<file path="src/rtl/pattern_seq_pkg.sv">
// Shared types and constants for the serial pattern detector.
package pattern_seq_pkg;

    typedef enum logic {
        S_FILL = 1'b0,
        S_RUN  = 1'b1
    } state_t;

    localparam logic [3:0]  DEF_PATTERN_C = 4'b1011;
    localparam int unsigned DEF_LEN_C     = 4;
    localparam bit          DEF_OVERLAP_C = 1'b1;

    // A length of zero or beyond the register width selects the full width.
    function automatic int unsigned clamp_len(input int unsigned len, input int unsigned max_w);
        return ((len == 0) || (len > max_w)) ? max_w : len;
    endfunction

endpackage

</file>
<file path="src/rtl/pattern_seq_cmp.sv">
// Masked compare of the newest len bits of {hist,in} against the pattern.
module pattern_seq_cmp #(
    parameter int unsigned MAX_W = 4,
    parameter int unsigned LEN_W = $clog2(MAX_W + 1)
) (
    input  logic [MAX_W-2:0] hist,
    input  logic             in,
    input  logic [MAX_W-1:0] pattern,
    input  logic [LEN_W-1:0] len,
    output logic             eq_c
);

    logic [MAX_W-1:0] mask;

    // Enable only the low len bit positions, then compare under that mask.
    always_comb begin
        mask = '0;
        for (int unsigned i = 0; i < MAX_W; i++) begin
            mask[i] = (i < 32'(len));
        end
        eq_c = ((({hist, in}) ^ pattern) & mask) == '0;
    end

endmodule

</file>
<file path="src/rtl/pattern_seq_detect.sv">
// Serial pattern detector with runtime-loadable pattern, length and overlap mode.
// Optional match counter when PATSEQ_COUNT_EN is defined.
module pattern_seq_detect
    import pattern_seq_pkg::*;
#(
    parameter int unsigned          MAX_W       = 4,
    parameter int unsigned          CNT_W       = 16,
    parameter logic [MAX_W-1:0]     DEF_PATTERN = MAX_W'(DEF_PATTERN_C),
    parameter int unsigned          DEF_LEN     = DEF_LEN_C,
    parameter bit                   DEF_OVERLAP = DEF_OVERLAP_C,
    localparam int unsigned         LEN_W       = $clog2(MAX_W + 1)
) (
    input  logic             clk,
    input  logic             rst,
    input  logic             valid,
    input  logic             in,
    input  logic             cfg_we,
    input  logic [MAX_W-1:0] cfg_pattern,
    input  logic [LEN_W-1:0] cfg_len,
    input  logic             cfg_overlap,
    output logic             out
`ifdef PATSEQ_COUNT_EN
    ,
    output logic [CNT_W-1:0] count
`endif
);

    localparam int unsigned HW = MAX_W - 1;

    logic [MAX_W-1:0] pattern_r;
    logic [LEN_W-1:0] len_r;
    logic             overlap_r;
    logic [HW-1:0]    hist_r;
    logic [LEN_W-1:0] fill_r;
    state_t           state_r;

    logic [LEN_W-1:0] len_m1_c;
    logic             run_c;
    logic             take_c;
    logic             eq_c;

    // A single-bit pattern needs no history, so it is always ready to match.
    assign len_m1_c = len_r - LEN_W'(1);
    assign run_c    = (state_r == S_RUN) || (len_r == LEN_W'(1));
    assign take_c   = valid && !cfg_we;
    assign out      = !rst && take_c && run_c && eq_c;

    pattern_seq_cmp #(
        .MAX_W (MAX_W),
        .LEN_W (LEN_W)
    ) u_cmp (
        .hist    (hist_r),
        .in      (in),
        .pattern (pattern_r),
        .len     (len_r),
        .eq_c    (eq_c)
    );

    // Configuration, history shift and fill-tracking FSM.
    always_ff @(posedge clk or posedge rst) begin
        if (rst) begin
            pattern_r <= DEF_PATTERN;
            len_r     <= LEN_W'(clamp_len(DEF_LEN, MAX_W));
            overlap_r <= DEF_OVERLAP;
            hist_r    <= '0;
            fill_r    <= '0;
            state_r   <= S_FILL;
        end else if (cfg_we) begin
            pattern_r <= cfg_pattern;
            len_r     <= LEN_W'(clamp_len(32'(cfg_len), MAX_W));
            overlap_r <= cfg_overlap;
            hist_r    <= '0;
            fill_r    <= '0;
            state_r   <= S_FILL;
        end else if (valid) begin
            if (out && !overlap_r) begin
                hist_r  <= '0;
                fill_r  <= '0;
                state_r <= S_FILL;
            end else begin
                hist_r <= HW'({hist_r, in});
                if (fill_r < len_m1_c) begin
                    fill_r <= fill_r + LEN_W'(1);
                end
                state_r <= ((fill_r + LEN_W'(1)) >= len_m1_c) ? S_RUN : S_FILL;
            end
        end
    end

`ifdef PATSEQ_COUNT_EN
    // Saturating match counter, cleared by reconfiguration.
    always_ff @(posedge clk or posedge rst) begin
        if (rst) begin
            count <= '0;
        end else if (cfg_we) begin
            count <= '0;
        end else if (out && (count != {CNT_W{1'b1}})) begin
            count <= count + CNT_W'(1);
        end
    end
`endif

endmodule

</file>
<file path="config.mk">
export PLATFORM = sky130hd
export DESIGN_NAME = pattern_seq_detect
export DESIGN_NICKNAME = d
export VERILOG_FILES = /design/src/rtl/pattern_seq_pkg.sv /design/src/rtl/pattern_seq_cmp.sv /design/src/rtl/pattern_seq_detect.sv
export SDC_FILE = /design/constraint.sdc
export NUM_CORES = 1
export LEC_CHECK = 0
export ABC_AREA = 1
export CORE_AREA = 2 2 48 61
export CTS_CLUSTER_SIZE = 28
export DETAILED_ROUTE_END_ITERATION = 6
export DIE_AREA = 0 0 50 63
export SYNTH_ARGS = -nofsm -noshare
export SYNTH_HDL_FRONTEND = slang
export SYNTH_HIERARCHICAL = 1
export SYNTH_SLANG_ARGS = --single-unit
export TNS_END_PERCENT = 10
</file>
<file path="constraint.sdc">
create_clock -name clk -period 1.9 [get_ports clk]
set_input_delay 0.57 -clock clk [delete_from_list [all_inputs] [get_ports clk]]
set_output_delay 0.57 -clock clk [all_outputs]
set_load 0.01 [all_outputs]
</file>
---- After elaboration in Yosys (flattened, before gate mapping) ----
Index checks and enable logic that the tools add are counted.
W data, S select, Z words.
storage, ports and cells
  register bits after elaboration ......... 15
  input port bits ......................... 13
  output and inout bits ................... 1
  word-level logic and storage cells ...... 45
operators by class
  equality and inequality tests ........... 1
  bitwise logic cells ..................... 2
  muxes and demuxes ....................... 12
  $add $sub $neg .......................... 2
  reductions and logical operators ........ 15
  magnitude comparators ................... 7
operator list
  kind                   number
  $mux W3                8
  $lt A1 B3 Y1 const A   2
  $lt A2 B3 Y1 const A   2
  $logic_and A1 B1 Y1    5
  $and A4 B4 Y4          1
  $logic_not A4 Y1       1
  $mux W1                4
  $xor A4 B4 Y4          1
  $add A3 B1 Y3 const B  1
  $eq A3 B1 Y1 const B   1
  $ge A3 B3 Y1           1
  $gt A3 B3 Y1 const B   1
  $logic_not A1 Y1       3
  $logic_not A3 Y1       1
  $lt A3 B3 Y1           1
  $reduce_bool A3 Y1     1
  $sub A3 B1 Y3 const B  1
  $logic_or A1 B1 Y1     2
  $reduce_and A2 Y1      1
  $reduce_bool A2 Y1     1

---- Logic depth before layout (Yosys ltp) ----
  word-level depth ........................ 9
  mapped depth ............................ 15
  gate-level depth less buffers ........... 15

---- Cells and area by module ----
Netlist, hierarchy kept.
modules (own cells, without submodules)
  module              area each (um2)  sequential area each (um2)  cells each  times used
  pattern_seq_detect  859.6            381.6                       113         1
  pattern_seq_cmp     131.4            0.0                         33          1

---- Least setup slack after synthesis ----
No wires, ideal clock.
  path kind ............................... input to output
  start point ............................. input port rst
  end point ............................... output port out
  stages .................................. 5
  arrival time ............................ 1.239 ns
  required time ........................... 1.330 ns
  path buffers ............................ 0
  path slack .............................. 0.091 ns
  path through ............................ inv_1 nand2_2 nor2_1 nand2_1 inv_1
between the ends
  cells in the longest elaborated chain, start to end .. 4
RTL lines
  what                               line                      text
  start, declared                    pattern_seq_detect.sv:14  input logic rst,
  $logic_not A1 Y1 (no source line)  --
  $logic_and A1 B1 Y1 (3 in series)  pattern_seq_detect.sv:46  assign out = !rst && take_c && run_c && eq_c;
  end, declared                      pattern_seq_detect.sv:21  output logic out
No other way between the ends.

---- Worst setup path after layout ----
  start point ............................. register pattern_r[0]
  end point ............................... output port out
between the ends
  cells in the longest elaborated chain, start to end .. 4
RTL lines
  what                    line                      text
  start, declared         pattern_seq_detect.sv:30  logic [MAX_W-1:0] pattern_r;
  start signal, assigned  pattern_seq_detect.sv:69  pattern_r <= cfg_pattern;
  $xor A4 B4 Y4           pattern_seq_cmp.sv:21     eq_c = ((({hist, in}) ^ pattern) & mask) == '0;
  $and A4 B4 Y4           pattern_seq_cmp.sv:21
  $logic_not A4 Y1        pattern_seq_cmp.sv:21
  named net eq_c          pattern_seq_detect.sv:40  logic eq_c;
  $logic_and A1 B1 Y1     pattern_seq_detect.sv:46
The timed path passes the listed nets, and every way through them passes these cells.

==> impl_metrics.ini <==
[run_status]
status = complete, but fails checks
violations = setup timing

[synth]
ys_warn_count = 6
avgSynthCellArea_um2 = 6.79
syn_area_um2 = 991
synth.area.top_cells = dfrtp_1 (25%), nand2_1 (23%), dfstp_2 (13%)
synth_flop_cell = dfrtp_1
post-synth-top-count-cell = nand2_1
syn_nets = 165
synth.distinct_cells = 20
synth_top_cell_area_share = 0.253
synth_common_cells = nand2_1 (62), inv_1 (25), dfrtp_1 (10)
ys_ff_latch = 15
synth_edf_count = 0
async_flop_share = 1.00
synth_top_cell_by_area = dfrtp_1
ys_seq_area_frac = 0.385
synth_cells = 146

[sta]
finalCritPeriodShare = 1.10
finalHoldViolCount = 0
rsz0062_at_grt = true
slew_headroom = 0.839
max_slew.worst_pin.slew_ns = 0.241
setup_viol = 1
setup_ws_ns = -0.184
finalClockSkew_ns = 0.00208
post-route-min-period_ns = 2.08
clock.fmax_ghz = 0.480
hold_ws_ns = 0.475
tns_ns = -0.184
final_max_slew_viol_count = 0

[setup_path]
path_buf_inv = 3
cpMostUsedCell = nand2_1
cp_data_arrival_time_ns = 1.51
critical-path-top-delay-family = flip-flops
slowest_stage = dfstp_2
reg2reg_depth = 16
critPathMaxFanout = 2
crit_required_ns = 1.33
worst-r2r-setup-slack_ns = 0.23
crit_chain = inv_2, nand2_1, nand2_1, nand2_1, nand2_1, nor2_2, nand2_1, nor2_1, nand2_1, inv_1, buf_2
cp_slowest_stage_delay_ns = 0.55
worstReg2RegEnd = fill_r[1]$_DFFE_PP0P_
cp-end-kind = primary output
criticalPathCategory = reg2out
r2r-start = pattern_r[0]$_DFFE_PP1P_
start_kind = flop

[min_path]
hp-start = pattern_r[3]$_DFFE_PP1P_
hp-class = reg2reg
whs_path_depth = 2
hold_path_end = pattern_r[3]$_DFFE_PP1P_

[drt]
vias_per_cell = 4.49
dr_total_vias = 938
route.detailed.drc = 0
drt_wl_total_um = 2110
drtIter0Drc = 11
drtAntennaViolNets = 0
wl_per_cell_um = 10.1
dr.pass1.iters = 4

[global_routing]
grt_usage = 0.154
grt_max_degree = 16
grt_pass1_vias = 960
grt_pass1_wl_um = 3830
grt.overflow.total = 0
antenna_found_initial = 0

[cells_and_area]
antenna-diode-count = 0
multi_input_area_um2 = 503
area_growth_pct = 28.8
stdcell_area_um2 = 1280
instances_no_fill = 209
fin_nets = 195
seqCellArea_um2 = 382
fillers = 272
drive_gt1_frac = 0.189

[pwr]
leakage_nw = 0.710
clockPowerShare = 0.178
powerDensity_nw_per_um2 = 811
peakVddDrop_mv = 0.496
swShare = 0.371
p_int_mw = 0.651
power.switching_mw = 0.384
seqPwrFrac = 0.418
combPwrFrac = 0.405

[clock_tree]
cts.sinks = 15
clk_pin_slew_ns = 0.09
cts_max_level = 1
clk_latency_ns = 0.28
numCtsBuffers = 3
cts_hold_buf = 0
cts.repair_timing.setup_buffer_count = 0
tritoncts = done
clock-root-buffer = clkbuf_4
cts_buffer_depth = 2

[die]
initial_core_util = 0.381
fp.dieArea_um2 = 3150
ioPinCount = 14
fp-row-count = 21
fp.dieW_um = 50
core_area_um2 = 2600
die_y_um = 63

[placed_design]
hpwl_um = 1670
dp.cells = 205
placed_cell_area_um2 = 1260
dp_slack_ns = -0.863
io_buffers = 13
gp_congestion = 0.784

[run]
maxCapViolCount = 0
-- cell families after synthesis --
family / Yosys count / synth area share
AO/OA/AOI/OAI: 8 / 0.0417
adder cells (fa/ha/maj): 6 / 0.0758
flip-flops: 15 / 0.385
AND/OR/NAND/NOR: 88 / 0.381
buffers and inverters: 28 / 0.107
XOR/XNOR: 1 / 0.00884
-- area by class of cell --
cell class              instances  area share
clock buffers                   4      0.0206
inverters                      27      0.0794
multi-input cells             103       0.394
flip-flops and latches         15       0.299
well taps                      34      0.0333
repair buffers                 26       0.174
-- worst register-to-register path, delay by kind of cell (launching register included) --
family	cells	cell delay (ns)
buf+inv	2	0.16
flops	1	0.55
simple gates	14	0.88
-- power by group through the flow --
| stage | combinational (mW) | sequential (mW) | clock (mW) |
|---|---|---|---|
| final | 0.419 | 0.432 | 0.184 |
| after global routing | 0.499 | 0.442 | 0.209 |
| after CTS | 0.423 | 0.433 | 0.193 |
| after detailed placement | 0.420 | 0.438 | 0 |
| after global placement | 0.413 | 0.437 | 0 |
| after floorplan | 0.307 | 0.426 | 0 |
-- sequential cells by signal, summed over array words and instances, names as in the netlist --
name / count
hist_r: 3
pattern_r: 4
fill_r: 3
state_r: 1
overlap_r: 1
len_r: 3
-- metal layers --
layer	part of all wire	GRT usage	vias to the layer above
li1	-	-	501
met1	0.46	0.182	425
met2	0.50	0.268	10
met3	0.031	0.0263	2
met4	0.0066	0.0625	0
met5	0	0	-
-- metrics by stage --
stage	power, mW	util
2_1_floorplan	0.733	-
3_5_place_dp	0.859	0.483
6_report	1.03	0.491
5_1_grt	1.15	0.491
3_3_place_gp	0.850	0.483
4_1_cts	1.05	0.491
-- repair_timing --
action / 4_1_cts / 5_1_grt
pin swaps: 1 / 0
setup endpoints to repair: 4 / 1
gates resized for setup: 6 / 0
-- cell usage in the layout (no fill, tap or decap), drive strengths merged, types with 4 or more instances in the layout --
master / netlist / routed
o21ai: 7 / 7
buf: 1 / 14
nand3: 7 / 7
nor2: 8 / 8
dfrtp: 10 / 10
inv: 27 / 27
ha: 6 / 6
clkbuf: 0 / 4
dfstp: 5 / 5
nand2: 67 / 67
clkdlybuf4s50: 0 / 11
-- worst max-delay path by stage --
stage	startpoint	endpoint	slack, ns	cells after the start
floorplan	rst	out	0.09	5
global placement	in	out	-0.81	12
detailed placement	in	out	-0.86	12
CTS	pattern_r[0]$_DFFE_PP1P_	out	-0.19	11
global route	pattern_r[0]$_DFFE_PP1P_	out	-0.37	11
finish	pattern_r[0]$_DFFE_PP1P_	out	-0.18	11
Power figures use the tool's default switching activity.
